### src/rtl/reg_mst_pkg.sv
// Shared types and defaults for the reg_mst register-access initiator.
package reg_mst_pkg;

  typedef enum logic [2:0] {
    ST_IDLE  = 3'd0,
    ST_ISSUE = 3'd1,
    ST_WAIT  = 3'd2,
    ST_RESP  = 3'd3,
    ST_GAP   = 3'd4
  } state_e;

  localparam int unsigned DEF_TIMEOUT_CYC = 16;
  localparam int unsigned DEF_POLL_MAX    = 64;

  localparam logic RSP_OK          = 1'b0;
  localparam logic RSP_ERR_TIMEOUT = 1'b1;

endpackage

### src/rtl/reg_mst_tmo.sv
// Clearable saturating up-counter with a compare-against-limit flag.
module reg_mst_tmo #(
  parameter int unsigned WIDTH = 8
) (
  input  logic             clk,
  input  logic             reset,
  input  logic             clr_i,
  input  logic             inc_i,
  input  logic [WIDTH-1:0] limit_i,
  output logic             hit_o
);

  logic [WIDTH-1:0] cnt_q, cnt_d;

  always_comb begin
    cnt_d = cnt_q;
    if (clr_i) begin
      cnt_d = '0;
    end else if (inc_i && (cnt_q != '1)) begin
      cnt_d = cnt_q + WIDTH'(1);
    end
  end

  always_ff @(posedge clk) begin
    if (reset) begin
      cnt_q <= '0;
    end else begin
      cnt_q <= cnt_d;
    end
  end

  assign hit_o = (cnt_q == limit_i);

endmodule

### src/rtl/reg_mst.sv
// Register-access initiator: one command -> one wen/ren strobe -> one response.
// Optional read polling is enabled by defining REG_MST_POLL_EN.
module reg_mst
  import reg_mst_pkg::*;
#(
  parameter int unsigned ADDR_WIDTH   = 32,
  parameter int unsigned DATA_WIDTH   = 32,
  parameter int unsigned STRB_WIDTH   = 8,
  parameter int unsigned TIMEOUT_CYC  = DEF_TIMEOUT_CYC,
  parameter int unsigned TO_CNT_WIDTH = 8
`ifdef REG_MST_POLL_EN
  ,
  parameter int unsigned POLL_MAX     = DEF_POLL_MAX
`endif
) (
  input  logic                  clk,
  input  logic                  reset,
  input  logic                  cmd_valid,
  output logic                  cmd_ready,
  input  logic                  cmd_write,
  input  logic [ADDR_WIDTH-1:0] cmd_addr,
  input  logic [DATA_WIDTH-1:0] cmd_wdata,
  input  logic [STRB_WIDTH-1:0] cmd_wstrb,
  output logic                  wen,
  output logic [ADDR_WIDTH-1:0] waddr,
  output logic [DATA_WIDTH-1:0] wdata,
  output logic [STRB_WIDTH-1:0] wstrb,
  input  logic                  wrdy,
  output logic                  ren,
  output logic [ADDR_WIDTH-1:0] raddr,
  input  logic [DATA_WIDTH-1:0] rdata,
  input  logic                  rrdy,
  output logic                  rsp_valid,
  input  logic                  rsp_ready,
  output logic                  rsp_write,
  output logic [DATA_WIDTH-1:0] rsp_rdata,
  output logic                  rsp_err
`ifdef REG_MST_POLL_EN
  ,
  input  logic                  cmd_poll,
  input  logic [DATA_WIDTH-1:0] cmd_mask,
  input  logic [DATA_WIDTH-1:0] cmd_match
`endif
);

  state_e                state_q, state_d;
  logic                  write_q;
  logic [ADDR_WIDTH-1:0] waddr_q, raddr_q;
  logic [DATA_WIDTH-1:0] wdata_q;
  logic [STRB_WIDTH-1:0] wstrb_q;
  logic                  rsp_err_q, rsp_err_d;
  logic [DATA_WIDTH-1:0] rsp_rdata_q, rsp_rdata_d;
  logic                  accept, ack;
  logic                  tmo_clr, tmo_inc, tmo_hit;

  assign accept = cmd_valid && (state_q == ST_IDLE);
  // Only the ack matching the transaction direction counts.
  assign ack    = write_q ? wrdy : rrdy;

  reg_mst_tmo #(.WIDTH(TO_CNT_WIDTH)) u_tmo (
    .clk     (clk),
    .reset   (reset),
    .clr_i   (tmo_clr),
    .inc_i   (tmo_inc),
    .limit_i (TO_CNT_WIDTH'(TIMEOUT_CYC - 1)),
    .hit_o   (tmo_hit)
  );

`ifdef REG_MST_POLL_EN
  localparam int unsigned PCW = $clog2(POLL_MAX + 1);

  logic                  poll_q;
  logic [DATA_WIDTH-1:0] mask_q, match_q;
  logic                  poll_inc, poll_hit;

  reg_mst_tmo #(.WIDTH(PCW)) u_poll (
    .clk     (clk),
    .reset   (reset),
    .clr_i   (accept),
    .inc_i   (poll_inc),
    .limit_i (PCW'(POLL_MAX - 1)),
    .hit_o   (poll_hit)
  );
`endif

  always_comb begin
    state_d     = state_q;
    rsp_err_d   = rsp_err_q;
    rsp_rdata_d = rsp_rdata_q;
    tmo_clr     = 1'b0;
    tmo_inc     = 1'b0;
`ifdef REG_MST_POLL_EN
    poll_inc    = 1'b0;
`endif
    case (state_q)
      ST_IDLE: begin
        if (accept) state_d = ST_ISSUE;
      end
      ST_ISSUE: begin
        tmo_clr = 1'b1;
        state_d = ST_WAIT;
      end
      ST_WAIT: begin
        // An ack on the limit cycle still counts as success.
        if (ack) begin
          rsp_err_d   = RSP_OK;
          rsp_rdata_d = write_q ? '0 : rdata;
          state_d     = ST_RESP;
`ifdef REG_MST_POLL_EN
          if (poll_q && ((rdata & mask_q) != match_q)) begin
            if (poll_hit) begin
              rsp_err_d = RSP_ERR_TIMEOUT;
            end else begin
              poll_inc = 1'b1;
              state_d  = ST_GAP;
            end
          end
`endif
        end else if (tmo_hit) begin
          rsp_err_d   = RSP_ERR_TIMEOUT;
          rsp_rdata_d = '0;
          state_d     = ST_RESP;
        end else begin
          tmo_inc = 1'b1;
        end
      end
      ST_GAP: begin
        state_d = ST_ISSUE;
      end
      ST_RESP: begin
        if (rsp_ready) state_d = ST_IDLE;
      end
      default: begin
        state_d = ST_IDLE;
      end
    endcase
  end

  always_ff @(posedge clk) begin
    if (reset) begin
      state_q     <= ST_IDLE;
      write_q     <= 1'b0;
      waddr_q     <= '0;
      wdata_q     <= '0;
      wstrb_q     <= '0;
      raddr_q     <= '0;
      rsp_err_q   <= 1'b0;
      rsp_rdata_q <= '0;
`ifdef REG_MST_POLL_EN
      poll_q      <= 1'b0;
      mask_q      <= '0;
      match_q     <= '0;
`endif
    end else begin
      state_q     <= state_d;
      rsp_err_q   <= rsp_err_d;
      rsp_rdata_q <= rsp_rdata_d;
      if (accept) begin
        write_q <= cmd_write;
        if (cmd_write) begin
          waddr_q <= cmd_addr;
          wdata_q <= cmd_wdata;
          wstrb_q <= cmd_wstrb;
        end else begin
          raddr_q <= cmd_addr;
        end
`ifdef REG_MST_POLL_EN
        poll_q  <= cmd_poll && !cmd_write;
        mask_q  <= cmd_mask;
        match_q <= cmd_match;
`endif
      end
    end
  end

  assign cmd_ready = (state_q == ST_IDLE);
  assign wen       = (state_q == ST_ISSUE) && write_q;
  assign ren       = (state_q == ST_ISSUE) && !write_q;
  assign waddr     = waddr_q;
  assign wdata     = wdata_q;
  assign wstrb     = wstrb_q;
  assign raddr     = raddr_q;
  assign rsp_valid = (state_q == ST_RESP);
  assign rsp_write = write_q;
  assign rsp_rdata = rsp_rdata_q;
  assign rsp_err   = rsp_err_q;

endmodule

### config.mk
export PLATFORM = sky130hd
export DESIGN_NAME = reg_mst
export DESIGN_NICKNAME = d
export VERILOG_FILES = /design/src/rtl/reg_mst_pkg.sv /design/src/rtl/reg_mst_tmo.sv /design/src/rtl/reg_mst.sv
export SDC_FILE = /design/constraint.sdc
export NUM_CORES = 1
export LEC_CHECK = 0
export ABC_AREA = 0
export CAP_MARGIN = 20
export CELL_PAD_IN_SITES_DETAIL_PLACEMENT = 2
export CELL_PAD_IN_SITES_GLOBAL_PLACEMENT = 2
export CORE_MARGIN = 10
export CORE_UTILIZATION = 25
export CTS_CLUSTER_SIZE = 30
export DETAILED_ROUTE_END_ITERATION = 16
export HOLD_SLACK_MARGIN = 0.1
export MAX_ROUTING_LAYER = met4
export PLACE_DENSITY = 0.87
export SYNTH_ARGS = -nofsm -noshare
export SYNTH_HDL_FRONTEND = slang
export SYNTH_HIERARCHICAL = 1
export SYNTH_SLANG_ARGS = --single-unit
### constraint.sdc
create_clock -name clk -period 5.15 [get_ports clk]
set_input_delay 1.03 -clock clk [delete_from_list [all_inputs] [get_ports clk]]
set_output_delay 1.03 -clock clk [all_outputs]
set_load 0.01 [all_outputs]
==> flow_summary_export.csv <==
group,metric,value,unit
floorplanning,num_rows,55,
timing,rsz0062_at_grt,"false",
routing,num_vias,5625,
critical_path,max_stage_delay,0.55,ns
critical_path,endpoint_kind,"output pin",
timing,final-setup-viol-count,0,
yosys,synth_cell_types,41,
critical_path,worst_path_dominant_cell_family,"buffers and inverters",
timing,maxSlewViolCount,0,
floorplanning,dieArea,29300,sq um
final_layout,area_growth,58.8,%
clocking,worstSkewPairLatency,0.42,ns
floorplanning,core-area,22600,sq um
timing,fmax,0.337,GHz
timing,fin_skew,0.0138,ns
routing,drt_pass1_iterations,4,
clocking,clkSinkCount,148,
final_layout,drive_above_1_share,5.67,%
critical_path,cp-startpoint,"state_q[1]$_SDFFE_PP0P_",
floorplanning,fp.dieW,171,um
yosys,synth_common_cells,"nand2_1 (246), dfxtp_1 (148), a21oi_1 (108), nand2b_1 (37), mux2i_1 (36)",
global_route,antenna_found_initial,1,
timing,worstMarginPinSlew,1.07,ns
routing,drtAntennaViolNets,0,
critical_path,crit_type,"reg -> out",
global_route,first_global_vias,6188,
yosys,avgSynthCellArea,8.39,sq um
yosys,yosysTopAreaCell,"dfxtp_1",
yosys,synth_seq_cells,148,
global_route,grt_usage,16.1,%
critical_path,crit_chain,"inv_1 > ha_1 > and2_2 > clkdlybuf4s50_1",
placed_design,routabilityCongestion,0.706,
critical_path,critPathSlowestCell,"clkdlybuf4s50_1",
critical_path,cp.buffers_inverters,2,
timing,period_needed,2.96,ns
yosys,ys_seq_area_share,51.8,%
clocking,ctsResizeCount,0,
global_route,grt_busiest_layer,"met2",
critical_path,reg2reg_depth,5,
global_route,grt_pass1_wl,35.5,mm
pwr,vdd.ir_drop.worst,0.182,mV
clocking,htreeDepth,4,
yosys,synth-async-reset-ratio,0,%
floorplanning,start_util,25.4,%
routing,routed_wl,23.4,mm
critical_path,critPathLaunchType,"flip-flop",
global_route,grt_max_degree,93,
pwr,power.total,0.00350,W
yosys,synth-main-ff-cell,"dfxtp_1",
routing,wire_per_inst,19.2,um
hold_path,hold_path_depth,2,
timing,finalCritPeriodShare,57.5,%
yosys,yosys_warnings,6,
critical_path,r2r_start,"rsp_write$_SDFFE_PP0P_",
floorplanning,num_io_pins,253,
critical_path,cp.required,4.12,ns
global_route,grt_overflow,0,
routing,viasPerCell,4.61,
hold_path,hold_path.startpoint,"wdata[9]$_SDFFE_PP0P_",
run_status,outcome,"complete, no violations",
hold_path,min_delay_worst_endpoint,"wdata[9]$_SDFFE_PP0P_",
timing,maxSlewHeadroom,28.7,%
clocking,cts_buffer_depth,2,
timing,tns,0,ns
critical_path,worstPathArrival,1.93,ns
yosys,yosys-top-cells-area,"dfxtp_1 (52%), nand2_1 (16%), a21oi_1 (9.4%)",
job,drv_cap,0,
clocking,cts_hold_buf,0,
final_layout,fin_nets,1038,
final_layout,final_util,40.3,%
yosys,synth_most_common_cell,"nand2_1",
clocking,clkTransAtPathRegs,0.07,ns
global_route,grtUsageMet3,6.33,%
clocking,cts_buffers,17,
routing,drt_iter0_drc,161,
hold_path,hold_class,"reg -> reg",
global_route,use_met1,17.1,%
yosys,synthCells,682,
placed_design,hpwl,17.3,mm
critical_path,path_max_fanout,7,
yosys,yosysTopAreaCellShare,51.8,%
clocking,cts_tree,"built",
yosys,synth_edf_count,0,
floorplanning,die_y,171,um
pwr,p_leak,3.37,nW
global_route,grtUsageMet2,27.3,%
placed_design,io_buffers,252,
clocking,post_cts_buffers,0,
timing,final_hold_viol_count,0,
critical_path,worstReg2RegEnd,"u_tmo/cnt_q[5]$_SDFFE_PP0P_",
critical_path,regToRegSetupSlack,2.68,ns
yosys,syn_area,5720,sq um
final_layout,fill_cells,2497,
routing,drc_errors,0,
pwr,power.density,386,nW/um^2
clocking,cts_root_buf,"clkbuf_16",
[stage by stage]
| step | worst slack (ns) | cells | area, sq um | hold slack, ns |
|---|---|---|---|---|
| final | 2.19 | 1221 | 9090 | 0.454 |
| after global routing | 2.06 | 1221 | 9090 | 0.473 |
| after CTS | 2.14 | 1220 | 9090 | 0.458 |
| after detailed placement | 1.89 | 1188 | 8500 | 0.449 |
| after global placement | 1.94 | 1188 | 8500 | 0.441 |
| after floorplan | 2.74 | 688 | 5750 | 0.481 |
[how the worst max path moves through the flow]
stage,cells past startpoint,endpoint
final,4,wen
after global routing,4,ren
after CTS,4,ren
after detailed placement,5,rsp_rdata[14]$_SDFFE_PP0P_
after global placement,5,rsp_rdata[22]$_SDFFE_PP0P_
after floorplan,5,u_tmo/cnt_q[5]$_SDFFE_PP0P_
[layout by cell type (no fill, tap or decap), types with 2 or more instances in the layout]
cell type / n
bufinv_16: 2
and3_2: 2
clkinvlp_4: 3
or3_1: 2
a211oi_1: 3
nor2_1: 5
xnor2_1: 8
clkdlybuf4s50_1: 251
inv_1: 4
clkinv_2: 2
dfxtp_1: 148
nor3_1: 2
nor2b_1: 3
nand4_1: 4
ha_1: 5
nand2b_1: 37
inv_6: 5
buf_4: 8
nand2_1: 246
conb_1: 8
mux2i_1: 36
clkbuf_16: 17
a21oi_1: 108
mux2_4: 2
[sequential cells by signal (all words and copies together), names as in the netlist]
signal       flops
wdata           32
rsp_write        1
wstrb            8
state_q          2
rsp_err          1
raddr           32
rsp_rdata       32
u_tmo/cnt_q      8
waddr           32
[cell families after synthesis]
logic type	after synthesis	synth area share, %
AOI/OAI and AO/OA	120	11.5
xor gates and xnor gates	8	1.22
other	2	0.131
adders and majority gates	5	1.09
DFF	148	51.8
muxes	38	6.82
and+or+nand+nor	312	23.5
buffers and inverters	49	3.91
[power by group]
| part | internal [W] | switching [W] | total, W | leakage, nW |
|---|---|---|---|---|
| Sequential | 0.00126 | 0.0000690 | 0.00133 | 1.20 |
| Clock | 0.000734 | 0.000532 | 0.00127 | 0.281 |
| Combinational | 0.000432 | 0.000476 | 0.000908 | 1.89 |
| Total | 0.00243 | 0.00108 | 0.00350 | 3.37 |
[worst register-to-register path: stages, from the launching register on]
cell and delay [ns]:
dfxtp_1 0.56, mux2_4 0.39, nor3_1 0.57, nand4_2 0.27, a211oi_1 0.37, mux2i_1 0.23
[per-layer routing]
layer / routed length, um / up-vias
met2: 11800 / 138
met3: 1860 / 18
met1: 9470 / 2769
met4: 308 / 0
li1: - / 2700
met5: 0 / -
[area by class of cell]
type	instances	area (sq um)	share of cell area, %
Sequential cell	148	2960	32.6
Multi-Input combinational cell	491	2570	28.3
Clock inverter	13	145	1.60
Clock buffer	19	443	4.87
Tap cell	285	357	3.92
Inverter	4	15.0	0.165
Timing Repair Buffer	260	2590	28.5
Antenna cell	1	2.50	0.0275
Power figures use the tool's default switching activity.
